--- src/rtl/leading_count_pipe.sv ---
// Leading zero/one counter behind an elastic pipeline of STAGES slots.
// The scan happens at entry; the slots carry finished results toward the output.
module leading_count_pipe #(
    parameter int WIDTH      = 16,
    parameter int ADD_OFFSET = 0,
    parameter int STAGES     = 2,
    parameter int TAG_WIDTH  = 1,
    localparam int CW        = $clog2(WIDTH + 1 + ADD_OFFSET)
) (
    input  logic                 clock,
    input  logic                 reset,
    input  logic                 inValid,
    output logic                 inReady,
    input  logic [WIDTH-1:0]     in,
    input  logic                 inMode,
    input  logic [TAG_WIDTH-1:0] inTag,
    output logic                 outValid,
    input  logic                 outReady,
    output logic [CW-1:0]        outCount,
    output logic [WIDTH-1:0]     outNorm,
    output logic                 outAllSame,
    output logic [TAG_WIDTH-1:0] outTag
);

    logic [CW-1:0]        rawCount;
    logic                 runOpen;
    logic [CW-1:0]        entryCount;
    logic [WIDTH-1:0]     entryNorm;
    logic                 entryAllSame;

    logic [STAGES-1:0]    validQ;
    logic [STAGES-1:0]    validD;
    logic [STAGES-1:0]    slotReady;
    logic [CW-1:0]        countQ   [STAGES];
    logic [WIDTH-1:0]     normQ    [STAGES];
    logic                 allSameQ [STAGES];
    logic [TAG_WIDTH-1:0] tagQ     [STAGES];

    // The run stops at the first bit that differs from the counted digit.
    always_comb begin
        rawCount = '0;
        runOpen  = 1'b1;
        for (int i = WIDTH - 1; i >= 0; i--) begin
            if (runOpen && (in[i] == inMode)) begin
                rawCount = rawCount + CW'(1);
            end else begin
                runOpen = 1'b0;
            end
        end
        entryCount   = rawCount + CW'(ADD_OFFSET);
        entryNorm    = in << rawCount;
        entryAllSame = (rawCount == CW'(WIDTH));
    end

    // A slot may load when it or any slot after it is empty, or the output drains.
    always_comb begin
        logic downstreamOpen;
        downstreamOpen = outReady;
        slotReady      = '0;
        for (int k = STAGES - 1; k >= 0; k--) begin
            downstreamOpen = downstreamOpen || !validQ[k];
            slotReady[k]   = downstreamOpen;
        end
    end

    assign inReady = slotReady[0] && !reset;

    always_comb begin
        validD = validQ;
        if (slotReady[0]) begin
            validD[0] = inValid && inReady;
        end
        for (int k = 1; k < STAGES; k++) begin
            if (slotReady[k]) begin
                validD[k] = validQ[k-1];
            end
        end
    end

    always_ff @(posedge clock) begin
        if (reset) begin
            validQ <= '0;
            for (int k = 0; k < STAGES; k++) begin
                countQ[k]   <= '0;
                normQ[k]    <= '0;
                allSameQ[k] <= 1'b0;
                tagQ[k]     <= '0;
            end
        end else begin
            validQ <= validD;
            if (slotReady[0]) begin
                countQ[0]   <= entryCount;
                normQ[0]    <= entryNorm;
                allSameQ[0] <= entryAllSame;
                tagQ[0]     <= inTag;
            end
            for (int k = 1; k < STAGES; k++) begin
                if (slotReady[k]) begin
                    countQ[k]   <= countQ[k-1];
                    normQ[k]    <= normQ[k-1];
                    allSameQ[k] <= allSameQ[k-1];
                    tagQ[k]     <= tagQ[k-1];
                end
            end
        end
    end

    // Outputs read as zero while reset is held, even before the first clearing edge.
    assign outValid   = validQ[STAGES-1] && !reset;
    assign outCount   = reset ? '0 : countQ[STAGES-1];
    assign outNorm    = reset ? '0 : normQ[STAGES-1];
    assign outAllSame = allSameQ[STAGES-1] && !reset;
    assign outTag     = reset ? '0 : tagQ[STAGES-1];

endmodule

--- config.mk ---
export PLATFORM = sky130hd
export DESIGN_NAME = leading_count_pipe
export DESIGN_NICKNAME = d
export VERILOG_FILES = /design/src/rtl/leading_count_pipe.sv
export SDC_FILE = /design/constraint.sdc
export NUM_CORES = 1
export LEC_CHECK = 0
export CAP_MARGIN = 10
export CORE_MARGIN = 4
export CORE_UTILIZATION = 45
export DETAILED_ROUTE_END_ITERATION = 12
export DONT_BUFFER_PORTS = 1
export GPL_TIMING_DRIVEN = 1
export PLACE_DENSITY = 0.62
export SLEW_MARGIN = 10
export SYNTH_ARGS = -nofsm -noshare
export SYNTH_HDL_FRONTEND = slang
export SYNTH_SLANG_ARGS = --single-unit
--- constraint.sdc ---
create_clock -name clock -period 11.8 [get_ports clock]
set_clock_uncertainty 0.2 [all_clocks]
set_input_delay 1.77 -clock clock [delete_from_list [all_inputs] [get_ports clock]]
set_output_delay 1.77 -clock clock [all_outputs]
set_load 0.02 [all_outputs]
# After elaboration in Yosys (flattened, before gate mapping)
# Memory sizes are Yosys's and may differ from the RTL's.
# Cells that the tools add are included.
[word_totals]
out_inout_bits = 25
inputBits = 22
regBits = 2
ram_bits = 46
memories = 4
wordCells = 121
[mem_list]
columns = ["name", "depth", "width", "read_ports", "rd_clocked_by_memory_dff", "write_ports", "line_no", "rtl"]
rows = [
  ["normQ", 2, 16, 2, 0, 2, "35", "logic [WIDTH-1:0] normQ [STAGES];"],
  ["countQ", 2, 5, 2, 0, 2, "34", "logic [CW-1:0] countQ [STAGES];"],
  ["allSameQ", 2, 1, 2, 0, 2, "36", "logic allSameQ [STAGES];"],
  ["tagQ", 2, 1, 2, 0, 2, "37", "logic [TAG_WIDTH-1:0] tagQ [STAGES];"],
]
[op_classes]
eq_ne = 17
bitwise_logic = 8
muxes = 50
n_reduce_logical = 24
add_sub_neg = 15
n_shift = 1
[ops]
columns = ["op", "count"]
rows = [
  ["5-bit 2-to-1 mux", 17],
  ["5-bit by 1-bit adder with 5-bit output, second input constant", 14],
  ["16-bit 2-to-1 mux", 3],
  ["1-bit 2-to-1 mux", 29],
  ["1-bit logical AND", 19],
  ["1-bit equality test", 16],
  ["16-bit by 5-bit << shifter with 16-bit output", 1],
  ["1-bit OR", 8],
  ["5-bit equality test, second input constant", 1],
  ["1-bit logical NOT", 3],
  ["1-bit by 1-bit adder with 2-bit output, second input constant", 1],
  ["1-bit logical OR", 2],
  ["2-bit 2-to-1 mux", 1],
]

# Longest topological paths before layout
# Gate-level depths: netlist (run 1).
[logic_depth]
ltp_word = 34
mapped_depth = 47
ltp_nobuf = 41

# Worst setup path after synthesis (run 1)
# No wires, ideal clock.
[synth_path]
kind = "input -> register"
from = "in inMode"
to = "mem normQ[0][10], data pin"
cell_stages = 43
setup_time_ns = 0.274
t_required_ns = 11.326
n_path_buf = 7
arrival_ns = 9.467
path_slack_ns = 1.858
path_cell_list = "buf_6 -> buf_6 -> buf_2 -> clkbuf_1 -> buf_2 -> nor3_1 -> nor2_1 -> inv_1 -> ha_1 -> a21oi_1 -> nor2_1 -> ha_1 -> clkbuf_1 -> inv_1 -> o21ai_0 -> ha_1 -> o21ai_0 -> o21ai_0 -> [7 not listed] -> nand2_1 -> nand2_1 -> o21ai_0 -> inv_1 -> ha_1 -> a21oi_1 -> mux2i_1 -> ha_1 -> nor3b_1 -> o21ai_0 -> a31oi_4 -> o21ai_1 -> or4_1 -> a311oi_1 -> xor2_1 -> xnor2_2 -> buf_6 -> nor3_1"
[synth_lines]
columns = ["element", "line_no", "rtl"]
rows = [
  ["from (decl)", "15", "input logic inMode,"],
  ["to (decl)", "35", ""],
]

==> flow_summary.json, run 1 <==
{
  "final_cell_mix": "nand2_1, edfxtp_1, nor2_1",
  "cp-end-kind": "flop",
  "totalWireLength_mm": 11.25,
  "grt_max_degree": 54,
  "cp_slowest_cell": "xnor2_2",
  "wl_met2_mm": 5.560,
  "antenna_found_initial": 0,
  "rsz0062_at_grt": "no",
  "ctsResizeCount": 0,
  "p_per_area_mw_per_mm2": 82.18,
  "antenna-diode-count": 0,
  "io_buffers": 0,
  "grt_use_total_pct": 17.61,
  "worst_slew_pin_slew_ns": 1.101,
  "clock_latency_ns": 0.29,
  "p_sw_share_pct": 28.82,
  "die_h_microns": 113.0,
  "core.rowCount": 38,
  "via_per_inst": 5.979,
  "place.gp.congestion": 0.9343,
  "final_common_cell": "nand2_1",
  "grt_pass1_wl_mm": 18.82,
  "multiInputGateArea_sq_mm": 0.003279,
  "syn-cell-area_sq_mm": 0.004960,
  "cts_setup_buffers": 0,
  "hp-class": "reg -> reg",
  "hpwl_mm": 8.814,
  "yosysWarnings": 0,
  "coreArea_sq_mm": 0.01079,
  "dp.cells": 666,
  "synth_cell_types": 79,
  "wl_met3_microns": 527,
  "setup_tns_ns": 0,
  "p_sw_w": 0.0001193,
  "synth-seq-cells": 48,
  "htreeDepth": 2,
  "critPathKind": "in -> reg",
  "numCtsBuffers": 5,
  "cp.arrival_ns": 9.71,
  "drc": 0,
  "fin_nets": 568,
  "worst_slack_ns": 1.886,
  "cts_num_sinks": 48,
  "gr-total-overflow": 0,
  "drv_cap": 0,
  "seq_area_sq_mm": 0.001421,
  "wl_per_cell_microns": 16.69,
  "ioPinCount": 47,
  "syn_nets": 599,
  "vias": 4030,
  "timing.final.crit_share_pct": 84.02,
  "synth_edf_count": 46,
  "cts_root_buf": "clkbuf_8",
  "worstPathRequired_ns": 11.60,
  "drtPass1Iterations": 6,
  "crit_path_max_fanout": 53,
  "grt_pass1_vias": 3821,
  "ant_nets": 0,
  "syn_avg_cell_area_sq_um": 8.794,
  "m1WireLength_mm": 4.883,
  "p_clk_share_pct": 24.3,
  "dr.first_iter.drc_count": 179,
  "internal_power_w": 0.0002948,
  "slew_viol_final": 0,
  "routed.top_layer": "met4",
  "stdcell_count": 674,
  "cts.path.max_buffers": 2,
  "fillerInstances": 1043,
  "period_needed_ns": 9.914,
  "synthFlopType": "edfxtp_1",
  "place_ws_ns": 1.661,
  "holdBufCountCts": 0,
  "ys_seq_area_share_pct": 28.66,
  "syn_inst": 564,
  "ys_async_sr_fraction_pct": 0,
  "hold_violations": 0,
  "combPwrFrac_pct": 26.8,
  "worstSetupStartpointType": "input pin",
  "clock.fmax_mhz": 100.9,
  "status": "completed",
  "ir_worst_vdd_v": 0.00005591,
  "layout-drive-gt1-share_pct": 9.738,
  "critPathMaxStageDelay_ns": 0.78,
  "clkTransAtPathRegs_ns": 0.09,
  "p_seq_share_pct": 48.9,
  "die_w_microns": 113.0,
  "hold_ws_ns": 0.3105,
  "cpMostUsedCell": "ha_1",
  "setup_viol": 0,
  "syn2layout_area_growth_pct": 1.614,
  "p_leak_nw": 1.897,
  "relSlewSlack_pct": 26.41,
  "dieArea_sq_mm": 0.01277,
  "cts_tree": "built",
  "start_util_pct": 45.95
}
==> cells in the mapped netlist (10+ instances only) <==
library cell | count | area [sq um]
nand2_1 | 49 | 183.9
edfxtp_1 | 46 | 1381
nor2_1 | 34 | 127.6
and2_1 | 32 | 200.2
mux2i_1 | 32 | 320.3
nor2b_1 | 29 | 181.4
o21ai_0 | 25 | 125.1
a21oi_1 | 22 | 110.1
clkbuf_1 | 21 | 78.83
xnor2_1 | 21 | 183.9
nor3_1 | 20 | 100.1
inv_1 | 18 | 67.56
ha_1 | 13 | 162.7
nand3_1 | 12 | 60.06
mux2_2 | 11 | 123.9
nand2b_1 | 11 | 68.82
xor2_1 | 10 | 87.58
==> final timing paths <==
kind	startpoint	to	slack [ns]	cells after the start
worst max-delay path	inMode	normQ[0][2]$_SDFFCE_PP0P_	1.89	33
worst min-delay path	validQ[0]$_SDFFE_PP0N_	validQ[1]$_SDFFE_PP0P_	0.31	2
worst max register to register	validQ[1]$_SDFFE_PP0P_	normQ[0][20]$_SDFFCE_PP0P_	9.21	4
worst min register to register	validQ[0]$_SDFFE_PP0N_	validQ[1]$_SDFFE_PP0P_	0.31	2
==> power by group through the flow <==
| stage | Clock [W] | Combinational (W) | Sequential, W |
|---|---|---|---|
| after floorplan | 0 | 0.000101 | 0.000205 |
| after global placement | 0 | 0.000109 | 0.000206 |
| after detailed placement | 0 | 0.000110 | 0.000207 |
| after CTS | 0.000103 | 0.000111 | 0.000203 |
| after global routing | 0.000111 | 0.000124 | 0.000204 |
| final | 0.000100 | 0.000111 | 0.000203 |
==> critical path: cells and delay by family <==
| family | cells | cell delay, ns |
|---|---|---|
| AOI/OAI and AO/OA | 15 | 2.82 |
| xor gates and xnor gates | 2 | 0.94 |
| adders and majority gates | 6 | 2.00 |
| buffers and inverters | 2 | 0.20 |
| muxes | 2 | 0.53 |
| and+or+nand+nor | 6 | 1.44 |
==> cell type report <==
cell class | instances | area share, %
Clock buffer | 6 | 1.639
Clock inverter | 2 | 0.2731
Inverter | 18 | 1.341
Multi-Input combinational cell | 460 | 65.07
Sequential cell | 48 | 28.20
Tap cell | 140 | 3.476
==> kinds of logic after synthesis <==
kind of cell,count (synthesis),synth area share (%)
and+or+nand+nor,246,28.15
xor gates and xnor gates,39,8.476
buffers and inverters,56,5.222
muxes,45,9.485
AOI/OAI and AO/OA,114,16.10
adders and majority gates,16,3.910
DFF,48,28.66
==> registers in the layout (all words and copies together), names as in the netlist <==
signal,flops
validQ,2
normQ,32
tagQ,2
allSameQ,2
countQ,10
==> through the flow <==
stage | instance area, sq um | utilization (%) | power, W
after floorplan | 4960 | - | 0.0003066
after global placement | 4943 | 45.80 | 0.0003148
after detailed placement | 4943 | 45.80 | 0.0003170
after CTS | 5040 | 46.70 | 0.0004170
after global routing | 5040 | 46.70 | 0.0004387
final | 5040 | 46.70 | 0.0004142
==> per-layer routing <==
metal  vias up  GRT usage, %
met5         -             0
met4         0         6.571
met3        20         2.460
met2        98         30.81
met1      1922         22.03
li1       1990             -
Note: power is estimated with default switching activity, not from simulation.
==> run 2, diff against run 1 <==
==> constraint.sdc (replaced) <==
create_clock -name clock -period 10.1 [get_ports clock]
set_clock_uncertainty 0.2 [all_clocks]
set_input_delay 1.515 -clock clock [delete_from_list [all_inputs] [get_ports clock]]
set_output_delay 1.515 -clock clock [all_outputs]
set_load 0.02 [all_outputs]
==> flow_summary.json, run 2 (synthesis results as in run 1) <==
{
  "period_needed_ns": 9.378,
  "crit_start": "inMode",
  "clock.fmax_mhz": 106.6,
  "worstSetupStartpointType": "input pin",
  "setup_tns_ns": 0,
  "p_leak_nw": 1.926,
  "hold_violations": 0,
  "worstHoldPathCells": 2,
  "drtPass1Iterations": 4,
  "totalWireLength_mm": 11.27,
  "layout-drive-gt1-share_pct": 11.46,
  "grt_pass1_wl_mm": 18.86,
  "place_ws_ns": 0.1072,
  "ff2ff_setup_slack_ns": 7.52,
  "gr-total-overflow": 0,
  "clkTransAtPathRegs_ns": 0.09,
  "syn2layout_area_growth_pct": 2.952,
  "drc": 0,
  "antenna_found_initial": 0,
  "worst_slew_pin_slew_ns": 1.073,
  "io_buffers": 0,
  "rr_startpoint": "validQ[1]$_SDFFE_PP0P_",
  "ant_nets": 0,
  "power_w": 0.0004759,
  "worstPathRequired_ns": 9.92,
  "start_util_pct": 45.95,
  "antenna-diode-count": 0,
  "ir_worst_vdd_v": 0.00005846,
  "final_cell_mix": "nand2_1, edfxtp_1, nor2_1",
  "dp.cells": 668,
  "timing.final.crit_share_pct": 92.85,
  "status": "completed",
  "fillerInstances": 1036,
  "cp-end-kind": "flop",
  "top_register": "normQ",
  "via_per_inst": 5.888,
  "die_w_microns": 113.0,
  "cts.path.max_buffers": 2,
  "ioPinCount": 47,
  "hp-class": "reg -> reg",
  "vias": 4010,
  "cts_num_sinks": 48,
  "critPathKind": "in -> reg",
  "biggestRegsByFlops": "normQ: 32 flops, countQ: 10 flops",
  "clock_latency_ns": 0.29,
  "grt_use_met2_pct": 30.92,
  "grt_pass1_vias": 3838,
  "worstSetupEndpoint": "normQ[0][11]$_SDFFCE_PP0P_",
  "die_h_microns": 113.0,
  "grt_busiest_layer": "met2",
  "grt_use_total_pct": 17.79,
  "cpMostUsedCell": "o21ai_0",
  "largest_register_ffs": 32,
  "rr_worst_depth": 4,
  "htreeDepth": 2,
  "r2r-end": "countQ[0][7]$_SDFFCE_PP0P_",
  "critPathMaxStageDelay_ns": 0.51,
  "drv_cap": 0,
  "grt_use_met1_pct": 22.24,
  "stdcell_count": 681,
  "fin_nets": 575,
  "numCtsBuffers": 5,
  "cp_slowest_cell": "xnor2_4",
  "coreArea_sq_mm": 0.01079,
  "cp.arrival_ns": 9.20,
  "cts_tree": "built",
  "place.gp.congestion": 0.9577,
  "grt_max_degree": 54,
  "worst_slack_ns": 0.7217,
  "hpwl_mm": 8.676,
  "dieArea_sq_mm": 0.01277,
  "grt.met3_usage_pct": 2.674,
  "core.rowCount": 38,
  "slew_viol_final": 0,
  "dr.first_iter.drc_count": 215,
  "cts_root_buf": "clkbuf_8",
  "p_per_area_mw_per_mm2": 93.21,
  "final_common_cell": "nand2_1",
  "wl_per_cell_microns": 16.54,
  "setup_viol": 0,
  "relSlewSlack_pct": 28.25,
  "final_util_pct": 47.31,
  "rsz0062_at_grt": "no",
  "crit_path_max_fanout": 53
}
==> run 2: how the worst min path moves through the flow <==
stage	start	to
after floorplan	validQ[0]$_SDFFE_PP0N_	validQ[1]$_SDFFE_PP0P_
after global placement	validQ[0]$_SDFFE_PP0N_	validQ[1]$_SDFFE_PP0P_
after detailed placement	validQ[0]$_SDFFE_PP0N_	validQ[1]$_SDFFE_PP0P_
after CTS	validQ[0]$_SDFFE_PP0N_	validQ[1]$_SDFFE_PP0P_
after global routing	validQ[0]$_SDFFE_PP0N_	validQ[1]$_SDFFE_PP0P_
final	validQ[0]$_SDFFE_PP0N_	validQ[1]$_SDFFE_PP0P_
==> run 2: area by class of cell <==
type / count / area [sq um] / area share [%]
Tap cell: 140 / 175.2 / 3.431
Multi-Input combinational cell: 460 / 3302 / 64.67
Clock inverter: 3 / 18.77 / 0.3676
Timing Repair Buffer: 7 / 52.55 / 1.029
Sequential cell: 48 / 1421 / 27.84
Clock buffer: 5 / 68.82 / 1.348
Inverter: 18 / 67.56 / 1.323
==> run 2: per-layer routing <==
| layer | part of all wire (%) | routed length [microns] |
|---|---|---|
| met4 | 3.0 | 336 |
| met3 | 4.4 | 495 |
| met1 | 44 | 4968 |
| met5 | 0 | 0 |
| met2 | 49 | 5467 |
==> run 2: metrics by stage <==
stage               hold WS, ns  cell area (sq um)
CTS                      0.3030               5046
finish                   0.3021               5106
floorplan                0.2642               4960
global placement         0.2747               4959
global route             0.3328               5106
detailed placement       0.2885               4959
==> run 2: repair_timing <==
action,4_1_cts,5_1_grt
resized for setup,0,5
endpoints found under the setup margin,0,18
hold buffers,0,0
setup buffers,0,5
==> run 2: worst max-delay path: cells and delay by family <==
family,cells,cell delay (ns)
buffers and inverters,4,0.57
multiplexers,2,0.55
AND/OR/NAND/NOR,4,0.57
adder cells (fa/ha/maj),6,1.95
AO/OA/AOI/OAI,18,3.17
XOR/XNOR,3,0.87
==> run 2: power by group <==
group          leakage (nW)  internal [W]  total, W  switching (W)
Sequential            0.561      0.000234  0.000237     0.00000290
Combinational          1.32     0.0000555  0.000131      0.0000755
Clock                0.0479     0.0000482  0.000108      0.0000601
==> run 3, diff against run 2 <==
--- a/config.mk
+++ b/config.mk
@@ -6,7 +6,6 @@
 export NUM_CORES = 1
 export LEC_CHECK = 0
 export CAP_MARGIN = 10
-export CORE_MARGIN = 4
 export CORE_UTILIZATION = 45
 export DETAILED_ROUTE_END_ITERATION = 12
 export DONT_BUFFER_PORTS = 1
==> flow_summary.json, run 3 (synthesis results as in run 1) <==
{
  "worst_slack_ns": 0.7122,
  "cts_root_buf": "clkbuf_8",
  "hold_ws_ns": 0.3024,
  "critPathKind": "in -> reg",
  "cts.path.max_buffers": 2,
  "place.gp.congestion": 0.9369,
  "ff2ff_setup_slack_ns": 7.53,
  "start_util_pct": 47.20,
  "hold_path_end": "validQ[1]$_SDFFE_PP0P_",
  "ctsResizeCount": 0,
  "cp_slowest_cell": "or4_1",
  "timing.final.crit_share_pct": 92.95,
  "fin_nets": 569,
  "final_common_cell": "nand2_1",
  "rr_startpoint": "validQ[1]$_SDFFE_PP0P_",
  "cts_setup_buffers": 0,
  "htreeDepth": 2,
  "layout-drive-gt1-share_pct": 9.907,
  "hpwl_mm": 8.289,
  "rsz0062_at_grt": "no",
  "cts_tree": "built",
  "dieArea_sq_mm": 0.01145,
  "hold_violations": 0,
  "ant_nets": 0,
  "holdBufCountCts": 0,
  "die_h_microns": 107.0,
  "worstPathRequired_ns": 10.00,
  "biggestRegsByFlops": "normQ: 32 flops, countQ: 10 flops",
  "core.rowCount": 37,
  "path_delay_family": "compound AO/OA/AOI/OAI gates",
  "cp.arrival_ns": 9.29,
  "place_ws_ns": 0.1617,
  "gr-total-overflow": 0,
  "slew_viol_final": 0,
  "p_leak_nw": 1.894,
  "p_per_area_mw_per_mm2": 94.74,
  "ir_worst_vdd_v": 0.00005322,
  "cp_num_buf_inv": 2,
  "die_w_microns": 107.0,
  "final_cell_mix": "nand2_1, edfxtp_1, nor2_1",
  "grt_pass1_vias": 3640,
  "drtPass1Iterations": 5,
  "cts_num_sinks": 48,
  "worstHoldPathCells": 2,
  "via_per_inst": 5.934,
  "cp-end-kind": "flop",
  "worstSetupStartpointType": "input pin",
  "cpMostUsedCell": "ha_1",
  "numCtsBuffers": 5,
  "vias": 3982,
  "grt_use_total_pct": 19.21,
  "period_needed_ns": 9.388,
  "setup_tns_ns": 0,
  "drc": 0,
  "rr_worst_depth": 4,
  "wl_per_cell_microns": 16.03,
  "min_from": "validQ[0]$_SDFFE_PP0N_",
  "worst_slew_pin_slew_ns": 1.097,
  "drv_cap": 0,
  "grt_max_degree": 54,
  "dr.first_iter.drc_count": 249,
  "clkTransAtPathRegs_ns": 0.09,
  "r2r-end": "normQ[0][19]$_SDFFCE_PP0P_",
  "totalWireLength_mm": 10.76,
  "hp-class": "reg -> reg",
  "antenna_found_initial": 0,
  "largest_register_ffs": 32,
  "syn2layout_area_growth_pct": 1.968,
  "setup_viol": 0,
  "grt_pass1_wl_mm": 17.63,
  "crit_path_max_fanout": 53,
  "critPathMaxStageDelay_ns": 0.58,
  "ioPinCount": 47,
  "clock.fmax_mhz": 106.5,
  "relSlewSlack_pct": 26.67,
  "antenna-diode-count": 0,
  "io_buffers": 0,
  "top_register": "normQ",
  "clock_latency_ns": 0.30,
  "status": "completed",
  "coreArea_sq_mm": 0.01051
}
## run 3: per-stage QoR
step | total power [W] | instance area, sq um | utilization (%) | std cells
after detailed placement | 0.0003705 | 4946 | 47.07 | 663
after CTS | 0.0004810 | 5032 | 47.89 | 671
after floorplan | 0.0003582 | 4960 | - | 564
after global routing | 0.0005042 | 5057 | 48.12 | 671
final | 0.0004791 | 5057 | 48.12 | 671
after global placement | 0.0003681 | 4946 | 47.07 | 663
## run 3: area by class of cell
| cell class | count | area, sq um |
|---|---|---|
| Inverter | 18 | 67.56 |
| Timing Repair Buffer | 1 | 7.507 |
| Sequential cell | 48 | 1421 |
| Multi-Input combinational cell | 460 | 3304 |
| Clock buffer | 5 | 68.82 |
| Clock inverter | 3 | 17.52 |
| Fill cell | 1008 | 5451 |
| Tap cell | 136 | 170.2 |
## run 3: tightest hold or removal path, stage by stage, from the launching register on
cell     delay [ns]
dfxtp_1        0.33
nor2_1         0.10
nor2_1         0.04
## run 3: metal layers
| metal | routed length, microns | up-vias | GRT usage [%] |
|---|---|---|---|
| met1 | 5139 | 1866 | 26.45 |
| met5 | 0 | - | 0 |
| met2 | 4816 | 116 | 29.72 |
| li1 | - | 1989 | - |
| met3 | 660 | 11 | 4.559 |
| met4 | 139 | 0 | 5.969 |
## run 3: how the worst max path moves through the flow
| stage | end | cells past startpoint | start |
|---|---|---|---|
| 2_1_floorplan | normQ[0][10]$_SDFFCE_PP0P_ | 43 | inMode |
| 4_1_cts | normQ[0][8]$_SDFFCE_PP0P_ | 33 | inMode |
| 3_5_place_dp | normQ[0][8]$_SDFFCE_PP0P_ | 33 | inMode |
| 6_report | normQ[0][4]$_SDFFCE_PP0P_ | 35 | inMode |
| 3_3_place_gp | normQ[0][8]$_SDFFCE_PP0P_ | 35 | inMode |
| 5_1_grt | normQ[0][4]$_SDFFCE_PP0P_ | 36 | in[14] |
## run 3: report_power, final
part / internal (W) / switching [W] / total, W
clock: 0.0000484 / 0.0000637 / 0.000112
sequential: 0.000234 / 0.00000306 / 0.000237
combinational: 0.0000552 / 0.0000750 / 0.000130
